==> src/rtl/psr_unit_if.sv <==
// psr_unit_if: signal bundle between the core and the processor status register.
//   master : core side (decoder, ALU, stack logic, SO pin) - drives requests and data
//   slave  : psr_unit - drives P, the push image, the update acknowledge and shadow status
// Signals:
//   db_in/db_load, id_in/id_load     : P loads from the data bus and the decoder path
//   irq_entry                        : interrupt/BRK entry (set I, clear D)
//   flag_op_valid/flag_op            : CLC/SEC/CLI/SEI/CLD/SED/CLV opcodes
//   upd_req/upd_mask/*_res/upd_ack   : masked ALU flag update with 4-phase handshake
//   so_n                             : asynchronous Set-Overflow pin, active low
//   hw_push/db_out                   : stack push image of P (B bit from hw_push)
//   p_out, c_carry, d_decimal, i_mask: current P and frequently used flags
//   shadow_push/pop/cnt/err          : optional shadow stack (PSR_SHADOW_STACK_EN)
interface psr_unit_if;
    logic [7:0] db_in;
    logic       db_load;
    logic [7:0] id_in;
    logic       id_load;
    logic       irq_entry;
    logic       flag_op_valid;
    logic [2:0] flag_op;
    logic       upd_req;
    logic [3:0] upd_mask;
    logic       n_res;
    logic       v_res;
    logic       z_res;
    logic       c_res;
    logic       upd_ack;
    logic       so_n;
    logic       hw_push;
    logic [7:0] p_out;
    logic [7:0] db_out;
    logic       c_carry;
    logic       d_decimal;
    logic       i_mask;
    logic       shadow_push;
    logic       shadow_pop;
    logic [4:0] shadow_cnt;
    logic       shadow_err;

    modport master (
        output db_in, db_load, id_in, id_load, irq_entry, flag_op_valid, flag_op,
               upd_req, upd_mask, n_res, v_res, z_res, c_res, so_n, hw_push,
               shadow_push, shadow_pop,
        input  upd_ack, p_out, db_out, c_carry, d_decimal, i_mask, shadow_cnt, shadow_err
    );

    modport slave (
        input  db_in, db_load, id_in, id_load, irq_entry, flag_op_valid, flag_op,
               upd_req, upd_mask, n_res, v_res, z_res, c_res, so_n, hw_push,
               shadow_push, shadow_pop,
        output upd_ack, p_out, db_out, c_carry, d_decimal, i_mask, shadow_cnt, shadow_err
    );
endinterface

==> src/rtl/psr_unit.sv <==
// psr_unit: 65C02 processor status register P, layout {N,V,1,B,D,I,Z,C}.
// One source writes P per cycle, priority:
//   reset > shadow_pop > db_load > id_load > irq_entry > ALU update > flag_op
// then a synchronised falling edge on so_n forces V = 1 on top of that.
// Ports:
//   phi2  : core clock, all state on the rising edge
//   reset : synchronous, active high
//   bus   : psr_unit_if.slave (loads, flag ops, ALU update handshake, SO pin,
//           push image, P outputs, shadow stack controls/status)
// Parameters: RESET_P (P after reset), SO_SYNC (2..4 synchroniser flops on so_n),
//   SHADOW_DEPTH (1..16 shadow entries).
// Optional feature macro PSR_SHADOW_STACK_EN: LIFO of P values for fast interrupt
// context save/restore. Without it shadow_push/shadow_pop are ignored and
// shadow_cnt/shadow_err read 0.
module psr_unit #(
    parameter logic [7:0] RESET_P      = 8'h34,
    parameter int         SO_SYNC      = 2,
    parameter int         SHADOW_DEPTH = 4
) (
    input logic     phi2,
    input logic     reset,
    psr_unit_if.slave bus
);
    localparam int BIT_C = 0;
    localparam int BIT_Z = 1;
    localparam int BIT_I = 2;
    localparam int BIT_D = 3;
    localparam int BIT_V = 6;
    localparam int BIT_N = 7;

    logic [7:0]         p_q;
    logic [7:0]         p_d;
    logic               upd_ack_q;
    logic               acc_latch_q;
    logic [SO_SYNC-1:0] so_sync_q;
    logic               so_prev_q;
    logic               so_fall;
    logic               pop_eff;
    logic [7:0]         pop_val;
    logic               higher;
    logic               accept;

`ifdef PSR_SHADOW_STACK_EN
    localparam int AW = (SHADOW_DEPTH > 1) ? $clog2(SHADOW_DEPTH) : 1;

    logic [7:0] stk_q [2**AW];
    logic [4:0] cnt_q;
    logic       err_q;
    logic [4:0] top;
    logic       full;
    logic       empty;
    logic       exchange;

    assign top      = cnt_q - 5'd1;
    assign full     = (cnt_q == 5'(SHADOW_DEPTH));
    assign empty    = (cnt_q == 5'd0);
    // push+pop on an empty stack degenerates to a plain push
    assign exchange = bus.shadow_push & bus.shadow_pop & ~empty;
    assign pop_eff  = bus.shadow_pop & ~empty;
    assign pop_val  = stk_q[top[AW-1:0]];

    always_ff @(posedge phi2) begin
        if (reset) begin
            cnt_q <= 5'd0;
            err_q <= 1'b0;
        end else if (exchange) begin
            cnt_q <= cnt_q;
        end else if (bus.shadow_push) begin
            if (full) err_q <= 1'b1;
            else      cnt_q <= cnt_q + 5'd1;
        end else if (bus.shadow_pop) begin
            if (empty) err_q <= 1'b1;
            else       cnt_q <= cnt_q - 5'd1;
        end
    end

    // stack contents need no reset; cnt_q alone defines what is valid
    always_ff @(posedge phi2) begin
        if (!reset) begin
            if (exchange)
                stk_q[top[AW-1:0]] <= p_q;
            else if (bus.shadow_push && !full)
                stk_q[cnt_q[AW-1:0]] <= p_q;
        end
    end

    assign bus.shadow_cnt = cnt_q;
    assign bus.shadow_err = err_q;
`else
    logic shadow_unused;

    assign shadow_unused  = bus.shadow_push ^ bus.shadow_pop;
    assign pop_eff        = 1'b0;
    assign pop_val        = RESET_P;
    assign bus.shadow_cnt = 5'd0;
    assign bus.shadow_err = 1'b0;
`endif

    // SO: synchroniser chain followed by a previous-value flop for edge detect
    assign so_fall = so_prev_q & ~so_sync_q[SO_SYNC-1];

    always_ff @(posedge phi2) begin
        if (reset) begin
            so_sync_q <= '1;
            so_prev_q <= 1'b1;
        end else begin
            so_sync_q <= {so_sync_q[SO_SYNC-2:0], bus.so_n};
            so_prev_q <= so_sync_q[SO_SYNC-1];
        end
    end

    // ALU update: accepted once per request; the latch holds off re-acceptance
    // until upd_req drops, blocked requests simply stay pending
    assign higher = pop_eff | bus.db_load | bus.id_load | bus.irq_entry;
    assign accept = bus.upd_req & ~higher & ~acc_latch_q;

    always_ff @(posedge phi2) begin
        if (reset) begin
            upd_ack_q   <= 1'b0;
            acc_latch_q <= 1'b0;
        end else begin
            upd_ack_q <= accept;
            if (!bus.upd_req)
                acc_latch_q <= 1'b0;
            else if (accept)
                acc_latch_q <= 1'b1;
        end
    end

    always_comb begin
        p_d = p_q;
        if (pop_eff) begin
            p_d = pop_val;
        end else if (bus.db_load) begin
            p_d = bus.db_in;
        end else if (bus.id_load) begin
            p_d = bus.id_in;
        end else if (bus.irq_entry) begin
            p_d[BIT_I] = 1'b1;
            p_d[BIT_D] = 1'b0;
        end else if (accept) begin
            if (bus.upd_mask[3]) p_d[BIT_N] = bus.n_res;
            if (bus.upd_mask[2]) p_d[BIT_V] = bus.v_res;
            if (bus.upd_mask[1]) p_d[BIT_Z] = bus.z_res;
            if (bus.upd_mask[0]) p_d[BIT_C] = bus.c_res;
        end else if (bus.flag_op_valid) begin
            case (bus.flag_op)
                3'd0:    p_d[BIT_C] = 1'b0;
                3'd1:    p_d[BIT_C] = 1'b1;
                3'd2:    p_d[BIT_I] = 1'b0;
                3'd3:    p_d[BIT_I] = 1'b1;
                3'd4:    p_d[BIT_D] = 1'b0;
                3'd5:    p_d[BIT_D] = 1'b1;
                3'd6:    p_d[BIT_V] = 1'b0;
                default: p_d = p_q;
            endcase
        end
        if (so_fall)
            p_d[BIT_V] = 1'b1;
        p_d[5:4] = 2'b11;
    end

    always_ff @(posedge phi2) begin
        if (reset) p_q <= RESET_P | 8'h30;
        else       p_q <= p_d;
    end

    assign bus.p_out     = {p_q[7:6], 2'b11, p_q[3:0]};
    assign bus.db_out    = {p_q[7:6], 1'b1, ~bus.hw_push, p_q[3:0]};
    assign bus.c_carry   = p_q[BIT_C];
    assign bus.d_decimal = p_q[BIT_D];
    assign bus.i_mask    = p_q[BIT_I];
    assign bus.upd_ack   = upd_ack_q;
endmodule

==> src/flat_wrapper.sv <==
// flat-port wrapper written by rule: the top's interface ports become plain ports
module psr_unit_flat 
#(
    parameter logic [7:0] RESET_P      = 8'h34,
    parameter int         SO_SYNC      = 2,
    parameter int         SHADOW_DEPTH = 4
)
  (phi2, reset, bus_db_in, bus_db_load, bus_id_in, bus_id_load, bus_irq_entry, bus_flag_op_valid, bus_flag_op, bus_upd_req, bus_upd_mask, bus_n_res, bus_v_res, bus_z_res, bus_c_res, bus_so_n, bus_hw_push, bus_shadow_push, bus_shadow_pop, bus_upd_ack, bus_p_out, bus_db_out, bus_c_carry, bus_d_decimal, bus_i_mask, bus_shadow_cnt, bus_shadow_err);
  psr_unit_if bus_i ();
  input logic phi2;
  input logic reset;
  input wire logic [$bits(bus_i.db_in)-1:0] bus_db_in;
  input wire logic [$bits(bus_i.db_load)-1:0] bus_db_load;
  input wire logic [$bits(bus_i.id_in)-1:0] bus_id_in;
  input wire logic [$bits(bus_i.id_load)-1:0] bus_id_load;
  input wire logic [$bits(bus_i.irq_entry)-1:0] bus_irq_entry;
  input wire logic [$bits(bus_i.flag_op_valid)-1:0] bus_flag_op_valid;
  input wire logic [$bits(bus_i.flag_op)-1:0] bus_flag_op;
  input wire logic [$bits(bus_i.upd_req)-1:0] bus_upd_req;
  input wire logic [$bits(bus_i.upd_mask)-1:0] bus_upd_mask;
  input wire logic [$bits(bus_i.n_res)-1:0] bus_n_res;
  input wire logic [$bits(bus_i.v_res)-1:0] bus_v_res;
  input wire logic [$bits(bus_i.z_res)-1:0] bus_z_res;
  input wire logic [$bits(bus_i.c_res)-1:0] bus_c_res;
  input wire logic [$bits(bus_i.so_n)-1:0] bus_so_n;
  input wire logic [$bits(bus_i.hw_push)-1:0] bus_hw_push;
  input wire logic [$bits(bus_i.shadow_push)-1:0] bus_shadow_push;
  input wire logic [$bits(bus_i.shadow_pop)-1:0] bus_shadow_pop;
  output wire logic [$bits(bus_i.upd_ack)-1:0] bus_upd_ack;
  output wire logic [$bits(bus_i.p_out)-1:0] bus_p_out;
  output wire logic [$bits(bus_i.db_out)-1:0] bus_db_out;
  output wire logic [$bits(bus_i.c_carry)-1:0] bus_c_carry;
  output wire logic [$bits(bus_i.d_decimal)-1:0] bus_d_decimal;
  output wire logic [$bits(bus_i.i_mask)-1:0] bus_i_mask;
  output wire logic [$bits(bus_i.shadow_cnt)-1:0] bus_shadow_cnt;
  output wire logic [$bits(bus_i.shadow_err)-1:0] bus_shadow_err;
  assign bus_i.db_in = bus_db_in;
  assign bus_i.db_load = bus_db_load;
  assign bus_i.id_in = bus_id_in;
  assign bus_i.id_load = bus_id_load;
  assign bus_i.irq_entry = bus_irq_entry;
  assign bus_i.flag_op_valid = bus_flag_op_valid;
  assign bus_i.flag_op = bus_flag_op;
  assign bus_i.upd_req = bus_upd_req;
  assign bus_i.upd_mask = bus_upd_mask;
  assign bus_i.n_res = bus_n_res;
  assign bus_i.v_res = bus_v_res;
  assign bus_i.z_res = bus_z_res;
  assign bus_i.c_res = bus_c_res;
  assign bus_i.so_n = bus_so_n;
  assign bus_i.hw_push = bus_hw_push;
  assign bus_i.shadow_push = bus_shadow_push;
  assign bus_i.shadow_pop = bus_shadow_pop;
  assign bus_upd_ack = bus_i.upd_ack;
  assign bus_p_out = bus_i.p_out;
  assign bus_db_out = bus_i.db_out;
  assign bus_c_carry = bus_i.c_carry;
  assign bus_d_decimal = bus_i.d_decimal;
  assign bus_i_mask = bus_i.i_mask;
  assign bus_shadow_cnt = bus_i.shadow_cnt;
  assign bus_shadow_err = bus_i.shadow_err;
  psr_unit #(.RESET_P(RESET_P), .SO_SYNC(SO_SYNC), .SHADOW_DEPTH(SHADOW_DEPTH)) u_core (.phi2(phi2), .reset(reset), .bus(bus_i));
endmodule
==> config.mk <==
export PLATFORM = sky130hd
export DESIGN_NAME = psr_unit_flat
export DESIGN_NICKNAME = d
export VERILOG_FILES = /design/src/rtl/psr_unit_if.sv /design/src/rtl/psr_unit.sv /design/src/flat_wrapper.sv
export SDC_FILE = /design/constraint.sdc
export NUM_CORES = 1
export LEC_CHECK = 0
export BUFFER_PORTS_ARGS = -buffer_cell sky130_fd_sc_hd__buf_2
export CAP_MARGIN = 25
export CORE_UTILIZATION = 40
export CTS_BUF_LIST = sky130_fd_sc_hd__clkbuf_8
export DETAILED_ROUTE_END_ITERATION = 10
export PLACE_DENSITY = 0.86
export SETUP_SLACK_MARGIN = 0.02
export SLEW_MARGIN = 20
export SYNTH_ARGS = -nofsm -noshare
export SYNTH_HDL_FRONTEND = slang
export SYNTH_SLANG_ARGS = --single-unit
==> constraint.sdc <==
create_clock -name phi2 -period 1.52 [get_ports phi2]
set_clock_uncertainty 0.05 [all_clocks]
set_input_delay 0.076 -clock phi2 [delete_from_list [all_inputs] [get_ports phi2]]
set_output_delay 0.076 -clock phi2 [all_outputs]
set_load 0.01 [all_outputs]
==> out/qor.csv <==
metric;value;unit
Worst Reg-to-Reg Cells;4;
Peak VDD IR;0.433;mV
CTS tree;built;
FFs w/ async S/R, synth;0;%
Synth area leaders;dfxtp_1 28%, buf_4 18%, nor2b_1 5.5%;
layout cells sized above 1;45.8;%
Largest stage delay, worst path;0.35;ns
CP cell instances;nand2b_4 > nor4_4 > a221oi_2 > o41ai_2;
Synth-to-Final Area Change;25.8;%
Switching Share;28.9;%
DR pass1 iterations;4;
initial antenna violation count;0;
Seq cells post-synth;11;
internal power;0.573;mW
RSZ-0062 raised after global routing;false;
max-slew violations;0;
flop2flop setup slack;0.12;ns
CP max-delay cell;nor4_4;
Global Route met2 Usage;28.9;%
Die Height;46.5;µm
post-synthesis sequential area ratio;27.8;%
Clock Latency Late Sink;0.24;ns
reg2reg end;u_core.p_q[7];
Fin Hold WS;-0.000222;ns
IO Port Bufs;48;
largest net degree at the start of global routing;18;
min Tclk post-route;1.40;ns
Layout Utilization;55.9;%
Worst Path Required;1.61;ns
Synth Instances;92;
final hold violation count;1;
Hold Path Class;primary input to flop;
reg-to-reg startpoint;u_core.acc_latch_q;
Final Cycle Share;92.1;%
residual DRC count;0;
dpl cell area;928;µm²
Ports;64;
Sink Count;11;
Routed WL;1.91;mm
routed len/inst;12.2;µm
syn_area_per_cell;8.61;µm²
Hold Path Stages;2;
Starting DRT DRC Count;18;
GR Util met1;18.7;%
Nets;170;
post-synth top area cell;dfxtp_1;
fmax;714;MHz
EDFF count, synth;0;
design area;996;µm²
Largest delay share family, worst path;simple AND/OR/NAND/NOR gates;
GP Congestion;0.761;
Main synth FF type;dfxtp_1;
Hold Startpoint;bus_db_in[1];
Crit Path Max Fanout;5;
Global Route met3 Usage;4.71;%
HPWL after DPL;1.40;mm
H-tree levels;1;
setup TNS;0;ns
Comb pwr share;24.0;%
max cap viols;0;
grt ovf;0;
Hold EP;u_core.p_q[1];
CP Buf/Inv Count;0;
Die W;46.5;µm
Initial Util;44.4;%
Final Setup Violations;0;
Crit Path Class;flop to flop;
failing checks;negative hold slack;
vias in the first global route;645;
startpoint types;flop;
DRT antenna net count;0;
clk root buf;clkbuf_8;
area of the core;1780;µm²
global-route wire length before repair;2.62;mm
mapped cell area;792;µm²
Flop pwr share;39.3;%
global routing's busiest layer;met2;
vias per cell;4.98;
clock slew seen by the registers of the worst setup and hold paths;0.05;ns
Ys Warns;0;
crit end category;flop;
Total GRT Usage;17.2;%
Num CTS Buffers;3;
Yosys top cell area share;27.8;%
PwrDens;809;nW/µm²
outcome;complete, but fails checks;
CTS max path bufs;2;
Leakage;0.482;nW
Synth cell types;34;
die area;2160;µm²
most common cell in the netlist;buf_4;
clock network power share;36.6;%
synth cell count leaders;19 x buf_4, 11 x dfxtp_1, 7 x nor2_1, 7 x nor2b_1;
num rows;15;
Psw;0.233;mW
antenna cells;0;
total power;0.806;mW
routed vias;777;
Critical Path AT;1.49;ns
## cell usage in the layout (no fill, tap or decap), types with 3 or more instances in the layout
cell type and n:
nor3b_1 3, nor2_1 7, buf_2 48, inv_1 4, dfxtp_1 11, clkbuf_8 3
conb_1 9, a221oi_1 3, nand2_1 3, or2_2 3, nor2b_1 7
## registers in the layout, indices dropped and copies added, names as in the netlist
| name | flops |
|---|---|
| u_core.so_prev_q | 1 |
| u_core.so_sync_q | 2 |
| u_core.bus.upd_ack | 1 |
| u_core.acc_latch_q | 1 |
| u_core.p_q | 6 |
## power by group through the flow
stage	sequential, mW	clock [mW]	combinational (mW)
after floorplan	0.329	0	0.135
after global placement	0.321	0	0.183
after detailed placement	0.323	0	0.187
after CTS	0.317	0.296	0.190
after global routing	0.319	0.306	0.214
final	0.317	0.295	0.194
## per-layer routing
layer | vias to the layer above | share of wire, %
li1 | 382 | -
met1 | 342 | 42
met2 | 47 | 48
met3 | 6 | 6.8
met4 | 0 | 2.7
met5 | - | 0
## worst max-delay path by stage
stage                             from            end  slack [ns]  cells after the start
finish              u_core.acc_latch_q  u_core.p_q[7]        0.12                      4
floorplan           u_core.acc_latch_q  u_core.p_q[7]        0.24                      4
CTS                 u_core.acc_latch_q  u_core.p_q[7]        0.11                      4
detailed placement  u_core.acc_latch_q  u_core.p_q[7]        0.13                      4
global route        u_core.acc_latch_q  u_core.p_q[7]        0.03                      4
global placement    u_core.acc_latch_q  u_core.p_q[7]        0.16                      4
## cell type report
type	count	area [µm²]
flip-flops and latches	11	220
inverters	3	11.3
multi-input cells	63	430
clock inverters	1	3.75
fillers	172	787
well taps	25	31.3
repair buffers	50	258
clock buffers	3	41.3
## logic make-up (layout without fill, tap and decap cells)
kind of cell | Yosys count | in the layout | share of synthesized area [%]
AND/OR/NAND/NOR | 35 | 35 | 28.0
buffers and inverters | 25 | 57 | 21.8
AO/OA/AOI/OAI | 18 | 18 | 20.2
flip-flops | 11 | 11 | 27.8
other | 2 | 9 | 0.948
multiplexers | 1 | 1 | 1.26
## timing repair
item	CTS	global route
buffers inserted	0	1
setup endpoints to repair	0	1
gates resized for setup	0	1
hold buffers	1	0
hold endpoints to repair	1	0
## per-stage QoR
stage | hold slack (ns) | cells | setup WS (ns)
after floorplan | 0.127 | 99 | 0.239
after global placement | 0.215 | 150 | 0.158
after detailed placement | 0.214 | 150 | 0.126
after CTS | 0.00258 | 155 | 0.114
after global routing | 0.0201 | 156 | 0.0347
final | -0.000222 | 156 | 0.120
Power figures use the tool's default switching activity.
